File: config.mk
export PLATFORM = sky130hd
export DESIGN_NAME = uart_tx
export DESIGN_NICKNAME = d
export VERILOG_FILES = /design/src/rtl/uart_pkg.sv /design/src/rtl/uart_baud_cnt.sv /design/src/rtl/uart_tx.sv
export SDC_FILE = /design/constraint.sdc
export NUM_CORES = 1
export LEC_CHECK = 0
export ABC_AREA = 1
export CAP_MARGIN = 25
export CORE_ASPECT_RATIO = 1.1
export CORE_MARGIN = 10
export CORE_UTILIZATION = 30
export CTS_BUF_LIST = sky130_fd_sc_hd__clkbuf_8
export DETAILED_ROUTE_END_ITERATION = 8
export GPL_TIMING_DRIVEN = 0
export PLACE_DENSITY = 0.49
export SYNTH_ARGS = -nofsm -noshare
export SYNTH_HDL_FRONTEND = slang
export SYNTH_SLANG_ARGS = --single-unit
File: constraint.sdc
create_clock -name clk -period 3.2 [get_ports clk]
set_input_delay 0.48 -clock clk [delete_from_list [all_inputs] [get_ports clk]]
set_output_delay 0.48 -clock clk [all_outputs]
set_load 0.01 [all_outputs]
File: src/rtl/uart_pkg.sv
// Shared UART definitions: FSM state encoding and frame constants.
// The transmitter uses these now, and a future receiver is meant to reuse them.
package uart_pkg;
    localparam int UART_DATA_BITS    = 8;
    localparam int UART_CLKS_PER_BIT = 16;

    typedef enum logic [1:0] {IDLE, START, DATA, STOP} uart_state_t;
endpackage

File: src/rtl/uart_baud_cnt.sv
// Bit-period timer. It counts 0..CLKS_PER_BIT-1 while run is high and is held at 0 otherwise.
// bit_done is high on the last cycle of each bit.
module uart_baud_cnt #(
    parameter int CLKS_PER_BIT = 16
) (
    input  logic clk,
    input  logic reset,
    input  logic run,
    output logic bit_done
);
    localparam int CW = (CLKS_PER_BIT > 1) ? $clog2(CLKS_PER_BIT) : 1;
    localparam logic [CW-1:0] LAST = CW'(CLKS_PER_BIT - 1);

    logic [CW-1:0] cnt;

    always_ff @(posedge clk or posedge reset) begin
        if (reset)
            cnt <= '0;
        else if (!run || cnt == LAST)
            cnt <= '0;
        else
            cnt <= cnt + CW'(1);
    end

    assign bit_done = run && (cnt == LAST);
endmodule

File: src/rtl/uart_tx.sv
// 8N1 UART transmitter with a valid/ready byte input.
// All outputs are driven from flops, so tx is glitch-free and in_ready/busy depend only on state.
module uart_tx
    import uart_pkg::*;
#(
    parameter int CLKS_PER_BIT = UART_CLKS_PER_BIT,
    parameter int DATA_BITS    = UART_DATA_BITS
) (
    input  logic                 clk,
    input  logic                 reset,
    input  logic [DATA_BITS-1:0] in_data,
    input  logic                 in_valid,
    output logic                 in_ready,
    output logic                 tx,
    output logic                 busy
);
    if (CLKS_PER_BIT < 2 || CLKS_PER_BIT > 65535) begin : g_bad_cpb
        $error("uart_tx: CLKS_PER_BIT must be in 2..65535");
    end
    if (DATA_BITS != 8) begin : g_bad_bits
        $error("uart_tx: DATA_BITS must be 8");
    end

    uart_state_t          state;
    logic [DATA_BITS-1:0] shreg;
    logic [2:0]           bit_idx;
    logic                 bit_done;

    uart_baud_cnt #(.CLKS_PER_BIT(CLKS_PER_BIT)) u_baud (
        .clk      (clk),
        .reset    (reset),
        .run      (state != IDLE),
        .bit_done (bit_done)
    );

    always_ff @(posedge clk or posedge reset) begin
        if (reset) begin
            state    <= IDLE;
            shreg    <= '0;
            bit_idx  <= '0;
            tx       <= 1'b1;
            in_ready <= 1'b1;
            busy     <= 1'b0;
        end else begin
            case (state)
                IDLE: if (in_valid && in_ready) begin
                    shreg    <= in_data;
                    bit_idx  <= '0;
                    state    <= START;
                    tx       <= 1'b0;
                    in_ready <= 1'b0;
                    busy     <= 1'b1;
                end
                START: if (bit_done) begin
                    state   <= DATA;
                    bit_idx <= '0;
                    tx      <= shreg[0];
                end
                DATA: if (bit_done) begin
                    shreg <= shreg >> 1;
                    if (bit_idx == 3'(DATA_BITS - 1)) begin
                        state <= STOP;
                        tx    <= 1'b1;
                    end else begin
                        // The next bit is bit 1 of the register before this shift takes effect.
                        bit_idx <= bit_idx + 3'd1;
                        tx      <= shreg[1];
                    end
                end
                STOP: if (bit_done) begin
                    state    <= IDLE;
                    tx       <= 1'b1;
                    in_ready <= 1'b1;
                    busy     <= 1'b0;
                end
                default: state <= IDLE;
            endcase
        end
    end
endmodule

* Word level (Yosys, flattened, before mapping) *
Cells that the tools add are included.

operators by class
  add/subtract/negate cells = 2
  mux-type cells = 25
  equal/unequal tests = 11
  reduce and logical (&&, ||, !) cells = 14

operators with widths
  cell                                                 count
  two-way mux 8 bit                                    2
  case mux 8 bit (2 select lines)                      1
  two-way mux 3 bit                                    4
  inequality test 2 bit, second input constant         6
  two-way mux 2 bit                                    5
  AND reduction 5 bit                                  2
  case mux 3 bit (3 select lines)                      1
  case mux 2 bit (4 select lines)                      1
  two-way mux 1 bit                                    7
  AND reduction 3 bit                                  2
  nonzero test 2 bit                                   3
  adder 4 x 1 -> 4 bit, second input constant          1
  equality test 2 bit, second input constant           2
  equality test 4 bit, second input constant           1
  two-way mux 4 bit                                    1
  case mux 1 bit (2 select lines)                      2
  case mux 1 bit (4 select lines)                      1
  AND reduction 4 bit                                  1
  adder 3 x 1 -> 3 bit, second input constant          1
  equality test 3 bit, second input constant           1
  nonzero test 3 bit                                   1
  equality test 2 x 1 -> 1 bit, second input constant  1
  logical AND 1 bit                                    2
  zero test 2 bit                                      1
  other kinds (2)                                      2

storage, ports and cells
  register bits after elaboration = 20
  logic and storage cells = 59

* Longest topological paths before layout *
Gate-level depths: netlist of run 1.

  word-level depth = 4
  gate-level depth with buffers = 9

* Cells and area by module *
From an unflattened synthesis of run 1, not the netlist that was laid out.

unflattened totals
  cell total of the unflattened synthesis = 152
  area, all modules = 1199.9 µm²

modules (own cells, without submodules)
  module         times used  area each (µm²)  cells each
  uart_tx        1           1008.5           132
  uart_baud_cnt  1           191.4            20

* Least setup slack after synthesis of run 1 *
OpenSTA, ideal clock, no wires.

  path kind = register -> register
  from = register state[0]
  to = register shreg[2]
  arrival = 1.324 ns
  library setup time = 0.122 ns
  path buffers = 1
  period minus slack after synthesis = 1.446 ns
  cell stages (with the launch flop) = 10
  slack = 1.754 ns
  cell sequence = dfrtp_1 -> inv_1 -> ha_1 -> inv_1 -> nand4_4 -> nand2_4 -> nand2_4 -> buf_6 -> nand2_2 -> o21ai_2

between the ends
  word-level cells in the longest chain between the ends = 4
  elaborated cells on any way between the ends = 9
  classes of those cells = 3 x eq/ne; 1 x mux; 5 x reduce/logical

ends and longest elaborated chain
  element                          RTL line             source
  start: declaration               uart_tx.sv:24        uart_state_t state;
  start signal: assignment         uart_tx.sv:38        state <= IDLE;
  start signal: assignment         uart_tx.sv:49        state <= START;
  start signal: assignment         uart_tx.sv:55        state <= DATA;
  nonzero test 2 bit               uart_tx.sv:32        .run (state != IDLE),
  logical AND 1 bit                uart_baud_cnt.sv:25  assign bit_done = run && (cnt == LAST);
  inequality test 2 bit (no line)  n/a
  AND reduction 3 bit (no line)    n/a
  end signal: assignment           uart_tx.sv:47        shreg <= in_data;
  end signal: assignment           uart_tx.sv:60        shreg <= shreg >> 1;
  end: declaration                 uart_tx.sv:25        logic [DATA_BITS-1:0] shreg;

Parallel ways exist; a longest one is shown, timed or not.
A chain may end at the register's enable or synchronous reset.

* Worst setup path after layout of run 1 *
  from = register in_ready
  to = output in_ready

RTL lines
  element                   RTL line       source
  start: declaration        uart_tx.sv:13  output logic in_ready,
  start signal: assignment  uart_tx.sv:42  in_ready <= 1'b1;
  start signal: assignment  uart_tx.sv:51  in_ready <= 1'b0;
  start signal: assignment  uart_tx.sv:73  in_ready <= 1'b1;

No word-level cell between the ends.

==> reports/results.ini, run 1 <==
[timing]
grt_setup_unrepaired=no
finalSetupViolations=0
hold_violations=0
worstMarginPinSlew_ps=781.0
relSlewSlack_pct=47.87
tns_ps=0
slew_violations=0
max_freq_ghz=0.5486
clock_skew_ps=1.125
post-route-min-period_ps=1823
worst_slack_ps=1377
period_share_pct=56.96

[final_layout]
nets=154
finalNonFillerCells=184
syn_to_final_growth_pct=23.90
diodes=0
fin_area_um2=1369
layout-drive-gt1-share_pct=19.40
finish.utilization_pct=38.05

[logic_synthesis]
ys_types=21
synthesis.nets=136
netlist_area_um2=1105
ys_seq_area_share_pct=45.53
synth.most_common_cell=nand2_1
synth_flop_cell=dfrtp_1
ys_async_sr_fraction_pct=100.0
synth_area_leaders=dfrtp_1 41%, nand2_1 12%, ha_1 9.1%
ys_top_cells_by_count=34 x nand2_1, 18 x dfrtp_1, 9 x o21ai_2
synth_area_leader_cell=dfrtp_1
syn_area_per_cell_um2=9.443
netlist_instances=117
synth-edff-count=0
ys_ff_latch=20
synth_warnings=0
synth.top_cell.area_share_pct=40.77

[drt]
vias=804
drc=0
routed_via_density=4.370
wl_per_cell_um=11.20
drt_wl_total_mm=2.060
final_antenna_net_count=0
drt_iter0_markers=18
drt-pass1-iter-count=4

[floorplan]
std_cell_rows=23
dieArea_um2=6513
die_x_um=77.86
die_h_um=83.65
start_util_pct=30.71
core_um2=3597
num_io_pins=14

[power_and_ir_drop]
power.leakage_uw=0.0006371
powerDensity_nw_per_um2=964.3
ir_drop_mv=0.3258

[worst_setup_path]
crit_required_ps=2720
crit_buf_inv=1
cp-start-kind=flop
cp_slowest_cell=dfstp_2
cp_max_fo=3
critPathKind=flop to primary output
cpPeakStageDelay_ps=550
cp-end-kind=primary output
worstPathArrival_ps=1340
crit_family=flip-flops
crit_chain=clkdlybuf4s50_1

[placed_design]
numPortBuffers=13
placed_cell_area_um2=1297
dp.cells=180
gp_congestion=0.7199
hpwl_mm=1.547
pre_cts_ws_ps=1433

[clock_tree]
cts_tree=done
clk_pin_slew_ps=80
htree_levels=1
cts_resized=0
clock-sinks=20
clockBufferDepth=2
ctsHoldBuffers=0
clock_latency_ps=260
clock-root-buffer=clkbuf_8
numCtsBuffers=3
cts_setup_buffers=0

[grt]
grt_pass1_vias=847
track_usage_pct=6.686
grt_max_degree=21
grt_pass1_wl_mm=3.670
antenna_found_initial=0
overflow=0

[hold_path]
min_path_type=flop to flop

[status]
status=completed

[run]
drv_cap=0

sequential cells by signal (all words and copies together), names as in the netlist:
signal,cells
shreg,8
u_baud.cnt,4
bit_idx,3
state,2
busy,1
in_ready,1
tx,1
cells by family after synthesis:
family                   after synthesis  share of synthesized area [%]
adder cells (fa/ha/maj)                8                          9.060
AND/OR/NAND/NOR                       52                          22.88
flip-flops                            20                          45.53
AO/OA/AOI/OAI                         20                          12.34
buffers and inverters                 11                          4.756
multiplexers                           6                          5.436
area by class of cell:
class / count / area [µm²]
fillers: 380 / 2228
multi-input cells: 86 / 549.3
well taps: 50 / 62.56
flip-flops and latches: 20 / 503.0
clock inverters: 1 / 30.03
clock buffers: 3 / 41.29
plain buffers: 2 / 18.77
repair buffers: 13 / 130.1
inverters: 9 / 33.78
final timing paths:
check	start	endpoint	slack, ps	cells past startpoint
setup / recovery	in_ready$_DFFE_PP1P_	in_ready	1380	1
hold / removal	u_baud.cnt[0]$_DFF_PP0_	u_baud.cnt[0]$_DFF_PP0_	470	1
setup reg to reg	state[0]$_DFFE_PP0P_	shreg[3]$_DFFE_PP0P_	1560	9
hold reg to reg	u_baud.cnt[0]$_DFF_PP0_	u_baud.cnt[0]$_DFF_PP0_	470	1
max in group asynchronous	reset	u_baud.cnt[2]$_DFF_PP0_	2060	2
min in group asynchronous	reset	shreg[6]$_DFFE_PP0P_	650	2
report_power, final:
group / total (µW) / switching (µW) / internal (µW) / leakage (µW)
sequential: 418 / 63.3 / 355 / 0.000250
clock: 260 / 92.5 / 167 / 0.0000357
combinational: 642 / 382 / 260 / 0.000351
total: 1320 / 538 / 782 / 0.000637
metrics by stage:
step | hold WS (ps) | total power, µW
floorplan | 431.2 | 934.9
global placement | 453.8 | 1067
detailed placement | 460.7 | 1081
CTS | 472.6 | 1345
global route | 510.8 | 1447
finish | 467.7 | 1320
layout by cell type (no fill, tap or decap):
cell type / synthesis / final
nand4_1: 2 / 2
clkdlybuf4s50_1: 0 / 13
a21boi_0: 1 / 1
inv_1: 8 / 8
o21ai_2: 9 / 9
or2_2: 3 / 3
dfstp_2: 2 / 2
clkbuf_8: 0 / 3
o21ai_1: 4 / 4
nor2_1: 2 / 2
bufinv_16: 0 / 1
nand3_1: 6 / 6
dfrtp_1: 18 / 18
inv_2: 1 / 1
nand2_1: 34 / 34
a21oi_1: 3 / 3
nand2_4: 2 / 2
buf_6: 1 / 1
mux2i_1: 6 / 6
o21ai_0: 3 / 3
ha_1: 8 / 8
nand2_2: 2 / 2
nand4_4: 1 / 1
buf_4: 1 / 1
layer usage:
metal / vias to the layer above / routed length [µm] / global-route usage, %
met1: 364 / 927 / 7.678
met4: 0 / 32 / 2.492
met3: 4 / 107 / 2.047
met5: - / 0 / 0
li1: 420 / - / -
met2: 16 / 993 / 11.25
Note: power is estimated with default switching activity, not from simulation.
==> run 2, diff against run 1 <==
==> constraint.sdc (replaced) <==
create_clock -name clk -period 1.7 [get_ports clk]
set_input_delay 0.255 -clock clk [delete_from_list [all_inputs] [get_ports clk]]
set_output_delay 0.255 -clock clk [all_outputs]
set_load 0.01 [all_outputs]
==> run 2 against run 1 <==
  * First-iteration DRC count shrank 11%
  * Largest power group unchanged
  * Non-clock buffer count unchanged
  * Sequential cell count did not move
  * Power increased by 89%
  * Clock power rose by 88%
==> reports/results.ini, run 2 (synthesis gave the netlist of run 1 again) <==
[clock_tree]
clock-sinks=20
cts_tree=done
htree_levels=1
cts_setup_buffers=0
clockBufferDepth=2
clock-root-buffer=clkbuf_8
clock_latency_ps=260
cts_resized=0
ctsHoldBuffers=0
numCtsBuffers=3
clk_pin_slew_ps=80

[worst_setup_path]
cpPeakStageDelay_ps=550
ff2ff_path_depth=9
path_depth=1
cp_max_fo=3
cp_slowest_cell=dfstp_2
crit_required_ps=1440
cp-end-kind=primary output
critPathKind=flop to primary output
cp-start-kind=flop
crit_family=flip-flops
crit_chain=clkdlybuf4s50_1
crit_buf_inv=1
worstPathArrival_ps=1340

[grt]
grt_pass1_vias=847
overflow=0
grt_pass1_wl_mm=3.670
grt_max_degree=21
track_usage_pct=6.686
antenna_found_initial=0

[floorplan]
dieArea_um2=6513
core_um2=3597
std_cell_rows=23
num_io_pins=14
start_util_pct=30.71
die_h_um=83.65
die_x_um=77.86

[drt]
drt-pass1-iter-count=4
vias=804
drt_iter0_markers=16
drc=0
final_antenna_net_count=0
routed_via_density=4.370
drt_wl_total_mm=2.059
wl_per_cell_um=11.19

[final_layout]
layout_common_cells=34 x nand2_1, 18 x dfrtp_1, 13 x clkdlybuf4s50_1
top_register=shreg
seqCellArea_um2=503.0
diodes=0
top_regs=shreg: 8 flops, u_baud.cnt: 4 flops, bit_idx: 3 flops
nets=154
fillCellCount=380
syn_to_final_growth_pct=23.90
mostFrequentLayoutCell=nand2_1
finalNonFillerCells=184
multi_input_area_um2=549.3
layout-drive-gt1-share_pct=20.15
largest_reg_flops=8

[timing]
tns_ps=0
period_share_pct=93.99
max_freq_ghz=0.6259
relSlewSlack_pct=47.87
worst_slack_ps=102.2
hold_violations=0
clock_skew_ps=1.089
slew_violations=0
worstMarginPinSlew_ps=781.0
post-route-min-period_ps=1598
finalSetupViolations=0
grt_setup_unrepaired=no

[placed_design]
gp_congestion=0.7199
hpwl_mm=1.547
numPortBuffers=13
dp.cells=180
pre_cts_ws_ps=51.06

[hold_path]
min_path_type=input port to async pin

[status]
status=completed

[run]
drv_cap=0

[power_and_ir_drop]
ir_drop_mv=0.6137
powerDensity_nw_per_um2=1818
power.leakage_uw=0.0006363

==> run 2: cell count changes in the layout (fill, tap and decap cells not counted) <==
cell / change
inv_1: -1
inv_2: +1
==> run 2: per-stage QoR <==
stage	hold slack (ps)	total power (µW)	util [%]	area, µm²
2_1_floorplan	217.3	1760	-	1105
3_3_place_gp	453.8	2008	36.07	1297
3_5_place_dp	460.7	2035	36.07	1297
4_1_cts	468.0	2532	38.05	1369
5_1_grt	510.8	2729	38.05	1369
6_report	427.7	2489	38.05	1369
==> run 2: per-layer routing <==
layer  vias to the layer above  routed length (µm)  GRT usage, %
li1                        420                   -             -
met1                       364                 927         7.678
met2                        16                 993         11.25
met3                         4                 107         2.047
met4                         0                  32         2.492
met5                         -                   0             0
==> run 2: power breakdown <==
| part | internal (µW) | switching [µW] | leakage [µW] |
|---|---|---|---|
| sequential | 668 | 119 | 0.000250 |
| clock | 314 | 174 | 0.0000357 |
| combinational | 492 | 722 | 0.000350 |
| total | 1470 | 1010 | 0.000636 |
==> run 2: cell type report <==
class                           instances  area share, %
Buffer                                  2          1.371
Clock buffer                            3          3.016
Clock inverter                          1          2.194
Inverter                                9          2.468
Multi-Input combinational cell         86          40.13
Sequential cell                        20          36.75
Tap cell                               50          4.570
Timing Repair Buffer                   13          9.506
==> run 2: path summary, 6_finish.rpt <==
kind	startpoint	slack [ps]	end
max in group asynchronous	reset	790	u_baud.cnt[2]$_DFF_PP0_
worst min register to register	u_baud.cnt[0]$_DFF_PP0_	470	u_baud.cnt[0]$_DFF_PP0_
worst max register to register	state[0]$_DFFE_PP0P_	130	shreg[3]$_DFFE_PP0P_
worst max-delay path	in_ready$_DFFE_PP1P_	100	in_ready
worst min-delay path	reset	430	shreg[6]$_DFFE_PP0P_
min in group clk	u_baud.cnt[0]$_DFF_PP0_	470	u_baud.cnt[0]$_DFF_PP0_
==> edit 1 (flow settings as in run 1) <==
Put one more register stage on the output `tx`, without a reset. The value now appears one clock later. The other outputs are not delayed to match.
--- a/src/rtl/uart_tx.sv
+++ b/src/rtl/uart_tx.sv
@@ -14,6 +14,8 @@
     output logic                 tx,
     output logic                 busy
 );
+
+    logic tx_s0;
     if (CLKS_PER_BIT < 2 || CLKS_PER_BIT > 65535) begin : g_bad_cpb
         $error("uart_tx: CLKS_PER_BIT must be in 2..65535");
     end
@@ -38,7 +40,7 @@
             state    <= IDLE;
             shreg    <= '0;
             bit_idx  <= '0;
-            tx       <= 1'b1;
+            tx_s0    <= 1'b1;
             in_ready <= 1'b1;
             busy     <= 1'b0;
         end else begin
@@ -47,29 +49,29 @@
                     shreg    <= in_data;
                     bit_idx  <= '0;
                     state    <= START;
-                    tx       <= 1'b0;
+                    tx_s0    <= 1'b0;
                     in_ready <= 1'b0;
                     busy     <= 1'b1;
                 end
                 START: if (bit_done) begin
                     state   <= DATA;
                     bit_idx <= '0;
-                    tx      <= shreg[0];
+                    tx_s0   <= shreg[0];
                 end
                 DATA: if (bit_done) begin
                     shreg <= shreg >> 1;
                     if (bit_idx == 3'(DATA_BITS - 1)) begin
                         state <= STOP;
-                        tx    <= 1'b1;
+                        tx_s0 <= 1'b1;
                     end else begin
                         // The next bit is bit 1 of the register before this shift takes effect.
                         bit_idx <= bit_idx + 3'd1;
-                        tx      <= shreg[1];
+                        tx_s0   <= shreg[1];
                     end
                 end
                 STOP: if (bit_done) begin
                     state    <= IDLE;
-                    tx       <= 1'b1;
+                    tx_s0    <= 1'b1;
                     in_ready <= 1'b1;
                     busy     <= 1'b0;
                 end
@@ -77,5 +79,9 @@
             endcase
         end
     end
+    always_ff @(posedge clk) begin
+        tx <= tx_s0;
+    end
+
 endmodule
 
Behaviour: not the same (Yosys sat finds a counterexample within 4 cycles, from zero or initial values and one cycle with reset high).
==> edit 1 against run 1 <==
Final area shrank 0.37%; setup slack improved by 0.0039 ns; global-route usage about the same; utilization is 0.44 points lower; power shrank 4.9%; critical endpoint unchanged; sequential cell count rose by 1; non-clock buffer count unchanged; critical path depth unchanged; synthesized cell count grew 0.85%; area after synthesis increased by 1.8%; routed wire length rose by 2.3%.
==> edit 1: results (changes against run 1) <==
stage;metric;value;unit;change
clocking;post_cts_buffers;0;;unchanged
sta;slew_headroom;48.6;%;+0.73 points
status;run_status;complete, no violations;;
clocking;cts_buffers;3;;unchanged
sta;skew;0.00271;ns;+0.00158 ns
global_route;grt_pass1_vias;879;;+3.8%
route;detail_route.first_pass.iterations;2;;-2
yosys;yosys-top-cells-area;dfrtp_1, nand2_1, ha_1;;
min_path;hold_depth;0;;-1
yosys;synth.distinct_cells;22;;+4.8%
yosys;seq_area_frac_synth;46.5;%;+0.97 points
clocking;clkSlewWorstSetupHoldPaths;0.08;ns;about the same
setup_path;slowest_delay;0.54;ns;
place;hpwl;1620;um;+4.9%
place;gp_congestion;0.689;;-4.3%
global_route;grt_util_all_layers;6.73;%;+0.049 points
place;port_buffers;13;;unchanged
yosys;synth_nets;137;;+0.74%
min_path;min_from;tx_s0$_DFFE_PP1P_;;
clocking;cts-htree-levels;1;;unchanged
power;p_leak;0.635;nW;-0.31%
setup_path;arrival;1.34;ns;about the same
setup_path;critical_path.max_fanout;3;;unchanged
global_route;grt_max_degree;21;;unchanged
global_route;grt_antenna_before_repair;0;;unchanged
power;netSwitchingFraction;42.9;%;+2.1 points
place;place_area;0.00132;mm2;+1.5%
route;route.vias.total;818;;+1.7%
route;routed_wl;2110;um;+2.3%
setup_path;reg2reg_depth;9;;unchanged
finish;drive_gt1_share;19.3;%;-0.14 points
yosys;ys_async_sr_fraction;95.2;%;-4.8 points
finish;nFillCells;406;;+6.8%
power;ir_worst_vdd;0.369;mV;+13%
global_route;grt_pass1_wl;3760;um;+2.5%
setup_path;crit_family;flip-flops;;
finish;nets;155;;+0.65%
route;drt_iter0_markers;35;;+17
edit 1: cell families after synthesis:
group                    share of synthesized area (%)
flip-flops                                        46.5
buffers and inverters                             4.67
AO/OA/AOI/OAI                                     12.1
AND/OR/NAND/NOR                                   22.5
adder cells (fa/ha/maj)                           8.90
multiplexers                                      5.34
edit 1: routing by layer:
layer  GRT usage (%)  up-vias  routed length (um)
met3            2.13        2                  94
li1                -      420                   -
met1            8.04      382                1000
met4            2.94        0                  17
met2            10.8       14                 993
met5               0        -                   0
edit 1: final timing paths:
kind / slack, ns / endpoint
setup reg to reg: 1.53 / shreg[3]$_DFFE_PP0P_
min in group asynchronous: 0.65 / shreg[7]$_DFFE_PP0P_
max in group asynchronous: 2.06 / state[0]$_DFFE_PP0P_
hold reg to reg: 0.42 / tx$_DFF_P_
hold / removal: 0.42 / tx$_DFF_P_
setup / recovery: 1.38 / in_ready
edit 1: cell type report:
type | instances | area (um2) | share of cell area [%]
Multi-Input combinational cell | 86 | 549 | 40.3
Inverter | 9 | 33.8 | 2.48
Timing Repair Buffer | 13 | 130 | 9.54
Clock inverter | 1 | 5.00 | 0.367
Sequential cell | 21 | 523 | 38.3
Tap cell | 50 | 62.6 | 4.59
Buffer | 2 | 18.8 | 1.38
Clock buffer | 3 | 41.3 | 3.03
edit 1: through the flow:
stage	util, %	cells	total power [W]	hold slack, ns	worst slack [ns]
floorplan	-	118	0.000951	0.395	1.75
finish	37.6	185	0.00126	0.417	1.38
global route	37.6	185	0.00139	0.417	1.34
global placement	36.3	181	0.00108	0.400	1.43
CTS	37.6	185	0.00128	0.415	1.36
detailed placement	36.3	181	0.00110	0.403	1.43
edit 1: power groups by stage:
| stage | Combinational, W | Sequential, W | Clock, W |
|---|---|---|---|
| finish | 0.000644 | 0.000437 | 0.000176 |
| global route | 0.000747 | 0.000449 | 0.000194 |
| CTS | 0.000658 | 0.000438 | 0.000184 |
| detailed placement | 0.000656 | 0.000443 | 0 |
| global placement | 0.000646 | 0.000437 | 0 |
| floorplan | 0.000520 | 0.000431 | 0 |
==> edit 2 (flow settings as in run 1) <==
Without the edit above. The package constant `UART_CLKS_PER_BIT` goes from 16 to 32.
--- a/src/rtl/uart_pkg.sv
+++ b/src/rtl/uart_pkg.sv
@@ -2,7 +2,7 @@
 // The transmitter uses these now, and a future receiver is meant to reuse them.
 package uart_pkg;
     localparam int UART_DATA_BITS    = 8;
-    localparam int UART_CLKS_PER_BIT = 16;
+    localparam int UART_CLKS_PER_BIT = 32;
 
     typedef enum logic [1:0] {IDLE, START, DATA, STOP} uart_state_t;
 endpackage
Check against the original RTL: same outputs for any inputs over 10 cycles, from zero or initial values and one cycle with reset high; that may be too few to reach the edited logic, so the function may still have changed.
==> edit 2 against run 1 <==
Power fell by 8.5%; first-iteration DRC count rose by 33%; clock power fell by 31%; cell count rose by 16%; final area rose by 4.3%; via count rose by 16%; routed wire length rose by 16%; setup slack got worse by 0.0044 ns; sequential cell count rose by 1; area after synthesis rose by 7.6%; non-clock buffer count rose by 1; maximum frequency fell by 0.24%; utilization rose by 0.11 points; combinational power fell by 3.7%.
==> edit 2: results (changes against run 1) <==
stage;metric;value;unit;change
power;p_leak;0.742;nW;+16%
route;drt_iter0_markers;24;;+6
route;via_per_inst;4.37;;about the same
place;place_area;0.00138;mm2;+6.5%
finish;drive_gt1_share;14.0;%;-5.4 points
finish;stdcell_count;214;;+16%
place;pre_cts_ws;1.52;ns;+0.0890 ns
place;hpwl;1760;um;+14%
power;ir_worst_vdd;0.271;mV;-17%
sta;slew_headroom;44.6;%;-3.3 points
yosys;yosys-top-cells-area;dfrtp_1, nand2_1, ha_1;;
yosys;synth_mux_area_share;0;%;-5.4 points
finish;largestRegisters;shreg (8), u_baud.cnt (5), bit_idx (3);;
global_route;grt_pass1_wl;4300;um;+17%
place;dp_cells;210;;+17%
route;post_drt_wl_per_cell;11.1;um;-0.45%
global_route;grt_util_all_layers;7.76;%;+1.1 points
status;run_status;complete, no violations;;
yosys;synthAdderAreaFrac;9.47;%;+0.41 points
finish;nets;185;;+20%
finish;diodes;0;;unchanged
yosys;synth_nets;167;;+23%
global_route;grt_max_degree;22;;+4.8%
sta;skew;0.00459;ns;+0.00347 ns
sta;setup_viol;0;;unchanged
power;power_switching;0.000532;W;-1.1%
yosys;synth.distinct_cells;26;;+24%
clocking;cts.path.max_buffers;2;;unchanged
yosys;seq_area_frac_synth;44.4;%;-1.1 points
global_route;grt_pass1_vias;964;;+14%
yosys;synth_compound_area_share;6.32;%;-6.0 points
-- edit 2: final cells by class --
type	instances	area (um2)
buffer	3	23.8
clock buffer	3	41.3
clock inverter	1	5.00
fill	405	2310
inverter	14	52.6
multi-input combinational	109	584
sequential	21	528
tap	50	62.6
timing repair buffer	13	130
-- edit 2: metrics by stage --
stage	total power [W]	utilization [%]	hold WS, ns
2_1_floorplan	0.000899	-	0.431
3_3_place_gp	0.00103	36.9	0.446
3_5_place_dp	0.00104	36.9	0.460
4_1_cts	0.00123	38.2	0.474
5_1_grt	0.00135	38.2	0.501
6_report	0.00121	38.2	0.473
-- edit 2: path summary, 6_finish.rpt --
check	from	end	slack (ns)	cells after the start
worst min-delay path	u_baud.cnt[0]$_DFF_PP0_	u_baud.cnt[0]$_DFF_PP0_	0.47	1
min in group asynchronous	reset	shreg[4]$_DFFE_PP0P_	0.67	2
max in group asynchronous	reset	u_baud.cnt[3]$_DFF_PP0_	2.01	2
worst max register to register	u_baud.cnt[0]$_DFF_PP0_	shreg[7]$_DFFE_PP0P_	1.53	9
worst max-delay path	in_ready$_DFFE_PP1P_	in_ready	1.37	1
worst min register to register	u_baud.cnt[0]$_DFF_PP0_	u_baud.cnt[0]$_DFF_PP0_	0.47	1
-- edit 2: kinds of logic (layout without fill, tap and decap cells) --
kind of cell / Yosys count / after routing
flip-flops: 21 / 21
AND/OR/NAND/NOR: 90 / 90
buffers and inverters: 17 / 34
AO/OA/AOI/OAI: 10 / 10
adder cells (fa/ha/maj): 9 / 9
-- edit 2: power by group through the flow --
stage / Clock, W / Sequential, W / Combinational, W
5_1_grt: 0.000201 / 0.000424 / 0.000720
2_1_floorplan: 0 / 0.000406 / 0.000493
3_5_place_dp: 0 / 0.000417 / 0.000628
4_1_cts: 0.000192 / 0.000411 / 0.000631
6_report: 0.000180 / 0.000411 / 0.000618
3_3_place_gp: 0 / 0.000413 / 0.000615
-- edit 2: metal layers --
| metal | track usage, % | share of wire [%] | wire [um] |
|---|---|---|---|
| met5 | 0 | 0 | 0 |
| met1 | 9.28 | 48 | 1150 |
| met2 | 12.3 | 46 | 1090 |
| met3 | 1.88 | 3.9 | 94 |
| met4 | 4.33 | 2.0 | 48 |
